$ cat src/rtl/sm_pkg.sv
// Shared types and constants for the stepper-motor phase sequencer.
package sm_pkg;

  localparam int POS_W_DEF = 32;

  typedef enum logic [1:0] {
    IDLE,
    RUN,
    SETTLE,
    DONE
  } sm_state_t;

  // Coil drive {A,B,C,D} per phase index. Even entries are one-phase-on,
  // odd entries are two-phase-on, so full-step walks odd indices only.
  localparam logic [7:0][3:0] PHASE_TABLE = {
    4'b1001,  // 7
    4'b0001,  // 6
    4'b0011,  // 5
    4'b0010,  // 4
    4'b0110,  // 3
    4'b0100,  // 2
    4'b1100,  // 1
    4'b1000   // 0
  };

endpackage

$ cat src/rtl/sm_step_edge.sv
// Rising-edge detector for the step strobe from the step-rate generator.
module sm_step_edge (
  input  logic clk,
  input  logic rst,
  input  logic drv_step,
  output logic step_rise
);

  logic drv_step_q;

  // Remember last cycle's strobe level so a held-high strobe counts once.
  always_ff @(posedge clk or negedge rst) begin
    if (!rst) begin
      drv_step_q <= 1'b0;
    end else begin
      drv_step_q <= drv_step;
    end
  end

  assign step_rise = drv_step & ~drv_step_q;

endmodule

$ cat src/rtl/sm_phase_sequencer.sv
// Stepper-motor coil sequencer: runs a move of N steps in full- or half-step
// mode, tracks signed position, dwells for settling, then pulses done.
module sm_phase_sequencer
  import sm_pkg::*;
#(
  parameter int POS_W      = POS_W_DEF,
  parameter int SETTLE_CYC = 1000
) (
  input  logic             clk,
  input  logic             rst,
  input  logic             drv_step,
  input  logic             move_start,
  input  logic [POS_W-1:0] target_steps,
  input  logic             dir,
  input  logic             half_mode,
  input  logic             hold_en,
  input  logic             abort,
  output logic             drv_enable_SM,
  output logic [3:0]       coils,
  output logic [POS_W-1:0] position,
  output logic [POS_W-1:0] steps_left,
  output logic             busy,
  output logic             done,
  output logic             aborted
);

  localparam int CNT_W = $clog2(SETTLE_CYC + 1);
  localparam logic [CNT_W-1:0] SETTLE_LAST = CNT_W'(SETTLE_CYC - 1);

  sm_state_t        state, state_nxt;
  logic [2:0]       idx, idx_nxt, idx_delta;
  logic             dir_q, dir_nxt;
  logic             half_q, half_nxt;
  logic [CNT_W-1:0] settle_cnt, cnt_nxt;
  logic [POS_W-1:0] pos_nxt, left_nxt;
  logic             step_rise, step_acc;

  sm_step_edge u_step_edge (
    .clk       (clk),
    .rst       (rst),
    .drv_step  (drv_step),
    .step_rise (step_rise)
  );

  // Next-state and counter logic; abort always wins over a same-cycle step.
  always_comb begin
    state_nxt = state;
    idx_nxt   = idx;
    dir_nxt   = dir_q;
    half_nxt  = half_q;
    cnt_nxt   = settle_cnt;
    pos_nxt   = position;
    left_nxt  = steps_left;
    idx_delta = half_q ? 3'd1 : 3'd2;
    step_acc  = step_rise & (state == RUN) & ~abort;
    case (state)
      IDLE: begin
        if (move_start && !abort) begin
          dir_nxt  = dir;
          half_nxt = half_mode;
          left_nxt = target_steps;
          cnt_nxt  = '0;
          if (!half_mode) begin
            idx_nxt[0] = 1'b1;
          end
          state_nxt = (target_steps == '0) ? DONE : RUN;
        end
      end
      RUN: begin
        if (abort) begin
          state_nxt = IDLE;
        end else if (step_acc) begin
          idx_nxt  = dir_q ? (idx + idx_delta) : (idx - idx_delta);
          pos_nxt  = dir_q ? (position + POS_W'(1)) : (position - POS_W'(1));
          left_nxt = steps_left - POS_W'(1);
          if (steps_left == POS_W'(1)) begin
            state_nxt = SETTLE;
            cnt_nxt   = '0;
          end
        end
      end
      SETTLE: begin
        if (abort) begin
          state_nxt = IDLE;
        end else if (settle_cnt == SETTLE_LAST) begin
          state_nxt = DONE;
        end else begin
          cnt_nxt = settle_cnt + CNT_W'(1);
        end
      end
      DONE: begin
        state_nxt = IDLE;
      end
      default: begin
        state_nxt = IDLE;
      end
    endcase
  end

  // Register the FSM, counters and all outputs (coils follow the new index).
  always_ff @(posedge clk or negedge rst) begin
    if (!rst) begin
      state         <= IDLE;
      idx           <= 3'd0;
      dir_q         <= 1'b0;
      half_q        <= 1'b0;
      settle_cnt    <= '0;
      position      <= '0;
      steps_left    <= '0;
      coils         <= 4'b0000;
      drv_enable_SM <= 1'b0;
      busy          <= 1'b0;
      done          <= 1'b0;
      aborted       <= 1'b0;
    end else begin
      state         <= state_nxt;
      idx           <= idx_nxt;
      dir_q         <= dir_nxt;
      half_q        <= half_nxt;
      settle_cnt    <= cnt_nxt;
      position      <= pos_nxt;
      steps_left    <= left_nxt;
      coils         <= (state_nxt == IDLE && !hold_en) ? 4'b0000 : PHASE_TABLE[idx_nxt];
      drv_enable_SM <= (state_nxt == RUN);
      busy          <= (state_nxt == RUN) || (state_nxt == SETTLE);
      done          <= (state == DONE);
      aborted       <= abort && ((state == RUN) || (state == SETTLE));
    end
  end

endmodule
$ cat config.mk
export PLATFORM = sky130hd
export DESIGN_NAME = sm_phase_sequencer
export DESIGN_NICKNAME = d
export VERILOG_FILES = /design/src/rtl/sm_pkg.sv /design/src/rtl/sm_step_edge.sv /design/src/rtl/sm_phase_sequencer.sv
export SDC_FILE = /design/constraint.sdc
export NUM_CORES = 1
export LEC_CHECK = 0
export ABC_AREA = 1
export BUFFER_PORTS_ARGS = -buffer_cell sky130_fd_sc_hd__buf_2
export CAP_MARGIN = 5
export CORE_UTILIZATION = 30
export CTS_CLUSTER_SIZE = 16
export DETAILED_ROUTE_END_ITERATION = 6
export PLACE_DENSITY = 0.5
export SLEW_MARGIN = 20
export SYNTH_ARGS = -nofsm -noshare
export SYNTH_HDL_FRONTEND = slang
export SYNTH_SLANG_ARGS = --single-unit
$ cat constraint.sdc
create_clock -name clk -period 3.6 [get_ports clk]
set_input_delay 0.18 -clock clk [delete_from_list [all_inputs] [get_ports clk]]
set_output_delay 0.18 -clock clk [all_outputs]
set_load 0.005 [all_outputs]
* Word level (Yosys, flattened, before mapping)
Memory sizes are Yosys's and may differ from the RTL's.
Index checks and enable logic that the tools add are counted.
** Storage, ports and cells
- Register bits after elaboration :: 90
- Bits in latches :: 0
- RAM bits :: 0
- Memory bits (read-only) :: 32
- Input bits :: 40
- Output and inout port bits :: 72
- Logic and storage cells :: 85
- Memories kept :: 1
** Operators by class
- $add $sub $neg :: 6
- Multiply operators :: 0
- Divide/modulo/power cells :: 0
- Magnitude comparators :: 1
- Equality and inequality tests :: 13
- Shifts and indexed selects :: 0
- Mux-type cells :: 30
- Bitwise logic cells :: 5
- Reductions and logical operators :: 16
** Memories
- (name not given) :: words 8, width 4, rd ports 1, clocked after memory_dff 0, wr ports 0, RTL line sm_phase_sequencer.sv:123 : coils <= (state_nxt == IDLE && !hold_en) ? 4'b0000 : PHASE_TABLE[idx_nxt];
** Operator list (count)
- 32-bit two-way mux :: 4
- 32-bit one-hot mux with 2 select lines :: 1
- 32-bit by 1-bit subtractor with 32-bit output, second input constant :: 2
- 10-bit two-way mux :: 6
- 32-bit by 1-bit adder with 32-bit output, second input constant :: 1
- 32-bit by 1-bit equality test with 1-bit output, second input constant :: 1
- 32-bit zero test :: 1
- 10-bit one-hot mux with 3 select lines :: 1
- 2-bit two-way mux :: 9
- 10-bit by 1-bit adder with 10-bit output, second input constant :: 1
- 10-bit equality test, second input constant :: 1
- 2-bit inequality test, second input constant :: 5
- 3-bit two-way mux :: 3
- 4-bit two-way mux :: 2
- 2-bit one-hot mux with 4 select lines :: 1
- 7-bit AND reduction :: 1
- 2-bit equality test, second input constant :: 3
- 2-bit by 1-bit equality test with 1-bit output, second input constant :: 2
- 2-bit zero test :: 2
- 3-bit by 4-bit < comparator with 1-bit output, second input constant :: 1
- 4-bit AND reduction :: 1
- 3-bit by 2-bit adder with 3-bit output :: 1
- 1-bit AND :: 3
- 1-bit logical AND :: 3
- other kinds (11) :: 15

* Logic depth before layout (Yosys ltp)
- Depth in word-level cells :: 10
- Mapped depth :: 16
- Depth with buffers taken out :: 16

* Hierarchy
A second synthesis with hierarchy kept.
** Second synthesis, totals
- Cells, all modules :: 1166
- Area, all modules :: 7442.1 um2
** Modules (own cells, without submodules)
- sm_phase_sequencer :: instances 1, cells each 1163, area an instance 7407.1 um2, seq. area each 2227.1 um2
- sm_step_edge :: instances 1, cells each 3, area an instance 35.0 um2, seq. area each 25.0 um2

* Worst setup path before layout
OpenSTA, ideal clock, no wires.
- Path type :: reg-to-reg
- Start :: reg dir_q
- End :: reg position[13]
- Setup time :: 117 ps
- Arrival time :: 2284 ps
- Required time :: 3483 ps
- Slack :: 1199 ps
- Cell stages (with the launch flop) :: 12
- Path buffers :: 1
- Clock period less this slack :: 2401 ps
- Cell sequence :: dfrtp_1 -> inv_1 -> ha_1 -> buf_2 -> or2_1 -> nand3_1 -> nand2_1 -> nand2_1 -> nand2_1 -> or2_0 -> nand3_1 -> nand2_1
** Between the ends
- Longest elaborated chain between the ends :: 1
** Ends and longest elaborated chain
- from (decl) :: RTL line sm_phase_sequencer.sv:32 : logic dir_q, dir_nxt;
- from (signal assigned) :: RTL line sm_phase_sequencer.sv:118 : dir_q <= dir_nxt;
- 32-bit two-way mux :: RTL line sm_phase_sequencer.sv:74 : pos_nxt = dir_q ? (position + POS_W'(1)) : (position - POS_W'(1));
- to (signal assigned) :: RTL line sm_phase_sequencer.sv:121 : position <= pos_nxt;
- to (decl) :: RTL line sm_phase_sequencer.sv:20 : output logic [POS_W-1:0] position,
No other way between the ends.
A chain may end at the register's enable or synchronous reset.

* Worst setup path in the final report
- Start :: reg dir_q
- End :: reg position[30]
Same word-level chain as after synthesis.

==> impl_metrics.ini <==
[sta]
min_period_ns = 2.508
max_slew_margin = 0.4675
max_freq_ghz = 0.3988
timing.hold.ws_ns = 0.04019
finalClockSkew_ns = 0.01477
slew_viol_final = 0
fin_crit_sh = 0.6966
setup_viol = 0
final_hold_viol_count = 0
rsz0062_at_grt = false
setup-tns-final_ns = 0
worst_slew_pin_slew_ns = 0.7987

[cts]
ctsResizeCount = 0
clk_latency_ns = 0.36
clk_pin_slew_ns = 0.08
cts_buffer_depth = 2
cts_tree = done
cts-root-buf = clkbuf_16
cts_sinks = 90
cts_buffers = 9
cts_max_level = 3

[yosys]
synth_cells = 1170
yosysWarningCount = 0
yosysUniqueCellTypes = 47
syn_avg_cell_area_sq_um = 6.371
synth-seq-cells = 90
ys_seq_area_frac = 0.3021
synth_area_sq_um = 7455
syn_nets = 1252

[setup_path]
crit_chain = inv_1 -> buf_4 -> ha_1 -> nand2_1 -> inv_1 -> a21oi_1 -> nand2_1 -> nand2_1 -> nand2_1 -> nand2_1 -> nand3_1 -> nand3_1 -> nand2_1
start_kind = flop
startpoint = dir_q
path_buf_inv = 3
r2r_cells = 13
required_ns = 3.85
r2r_slack_ns = 1.09
cp_common_cell = nand2_1
timing.rr.start = dir_q
cp.depth = 13
slowest_stage = dfrtp_1
max_stage_delay_ns = 0.43
endpoint = position[30]
cp_max_fo = 31
worst-setup-path-type = flop to flop
worst-endpoint-arrival_ns = 2.76
path_delay_family = simple AND/OR/NAND/NOR gates
crit_path_end_kind = flop
worstReg2RegEnd = position[30]

[placement]
placed_area_sq_um = 8368
port_buffers = 111
place_congestion = 0.8924
dp_hpwl_um = 17330

[finish]
nets = 1362
drive_above_1_share = 0.1416
layout_common_cells = 397 x nand2_1, 165 x inv_1, 138 x nor2_1
layout_commonest_cell = nand2_1
n_antenna_cell = 0
final_util = 0.3571
syn2layout_area_growth_pct = 16.48
fin_area_sq_um = 8683

[die]
die_x_um = 159.6
die_h_um = 159.6
fp.coreArea_sq_um = 24320
dieArea_sq_um = 25480
start_util = 0.3065
io_pins = 112
rows = 57

[global_route]
grt_pass1_vias = 7394
grt_pass1_wl_um = 37320
grt_usage = 0.1822
overflow = 0
grt_max_degree = 58
antenna_found_initial = 0

[pwr]
peakVddDrop_uv = 282.0
power.total_w = 0.008619
leakagePower_nw = 4.643
p_per_area_nw_per_um2 = 992.6

[routing]
wire_per_inst_um = 13.80
drt_iter0_markers = 456
route.vias.total = 7432
drc_errors = 0
dr.pass1.iters = 5
ant_nets = 0
via_per_inst = 4.619
routed_wl_um = 22210

[status]
outcome = complete, no violations

[worst_hold_path]
hp-class = input pin to flop

[run]
drv_cap = 0
-- sequential cells by signal (all words and copies together), names as in the netlist --
name	count
done	1
busy	1
dir_q	1
aborted	1
state	2
steps_left	32
idx	3
coils	4
settle_cnt	10
drv_enable_SM	1
u_step_edge.drv_step_q	1
position	32
half_q	1
-- cells by family after synthesis --
logic type | share of synthesized area
xor gates and xnor gates | 0.03290
AOI/OAI and AO/OA | 0.1072
and+or+nand+nor | 0.3808
adders and majority gates | 0.07251
buffers and inverters | 0.1044
DFF | 0.3021
-- worst register-to-register path: cells and delay by family (launching register included) --
| kind | cells | cell delay, ns |
|---|---|---|
| AND/OR/NAND/NOR | 8 | 0.86 |
| flip-flops | 1 | 0.43 |
| AO/OA/AOI/OAI | 1 | 0.22 |
| buffers and inverters | 3 | 0.50 |
| adder cells (fa/ha/maj) | 1 | 0.39 |
-- worst min-delay path by stage --
| stage | cells after the start | endpoint | slack (ns) | from |
|---|---|---|---|---|
| floorplan | 0 | aborted | -0.12 | rst |
| global placement | 1 | position[9] | 0.32 | rst |
| detailed placement | 1 | position[9] | 0.32 | rst |
| CTS | 3 | dir_q | 0.03 | dir |
| global route | 3 | dir_q | 0.08 | dir |
| finish | 3 | dir_q | 0.04 | dir |
-- routing by layer --
layer,share of wire,vias up,track usage
met1,0.47,3362,0.2351
met3,0.037,25,0.02286
li1,-,3908,-
met2,0.48,137,0.3152
met5,0,-,0
met4,0.019,0,0.05682
-- synth_stat cells (all sizes together) --
master   instances  area share
nand4           15       0.013
o31ai            2      0.0034
o2111ai          1      0.0012
dfrtp           90        0.30
or2              2      0.0017
nor2           156       0.089
xnor2           18       0.021
and3             1     0.00084
o21a             1      0.0010
a21oi           43       0.029
nor4             3      0.0025
clkinv           1     0.00050
a31oi            2      0.0017
clkbuf           7      0.0035
ha              40       0.067
o211ai           5      0.0050
a22oi            1      0.0017
and2             3      0.0025
o21ai           69       0.047
nor3            10      0.0081
a211oi           2      0.0034
o21bai           3      0.0030
o22ai            9      0.0076
nand3           73       0.049
a21o             2      0.0020
fa               2      0.0054
nand3b           3      0.0030
inv            173       0.088
a22o             1      0.0012
nand2          407        0.21
xor2            10       0.012
buf             15       0.012
-- where the power goes --
group	leakage [nW]	internal [W]	switching, W
logic	3.38	0.00205	0.00366
registers	1.12	0.00143	0.000480
clock network	0.144	0.000505	0.000492
total	4.64	0.00398	0.00464
-- what timing repair did --
item                                    in CTS  in global routing
endpoints found under the setup margin       0                  0
setup buffers                                0                  0
endpoints found under the hold margin       56                  0
hold buffers                                 2                  0
-- through the flow --
step / setup WS [ns] / std cells
after floorplan: 1.199 / 1170
after global placement: 1.160 / 1591
after detailed placement: 1.064 / 1591
after CTS: 1.050 / 1609
after global routing: 0.7780 / 1609
final: 1.092 / 1609
-- cell type report --
| type | count | area [sq um] |
|---|---|---|
| fill | 2694 | 15640 |
| clock buffer | 10 | 239.0 |
| multi-input combinational | 884 | 4432 |
| clock inverter | 6 | 56.30 |
| sequential | 90 | 2252 |
| inverter | 174 | 660.6 |
| timing repair buffer | 121 | 638.1 |
| tap | 324 | 405.4 |
(Power assumes the default switching activity.)
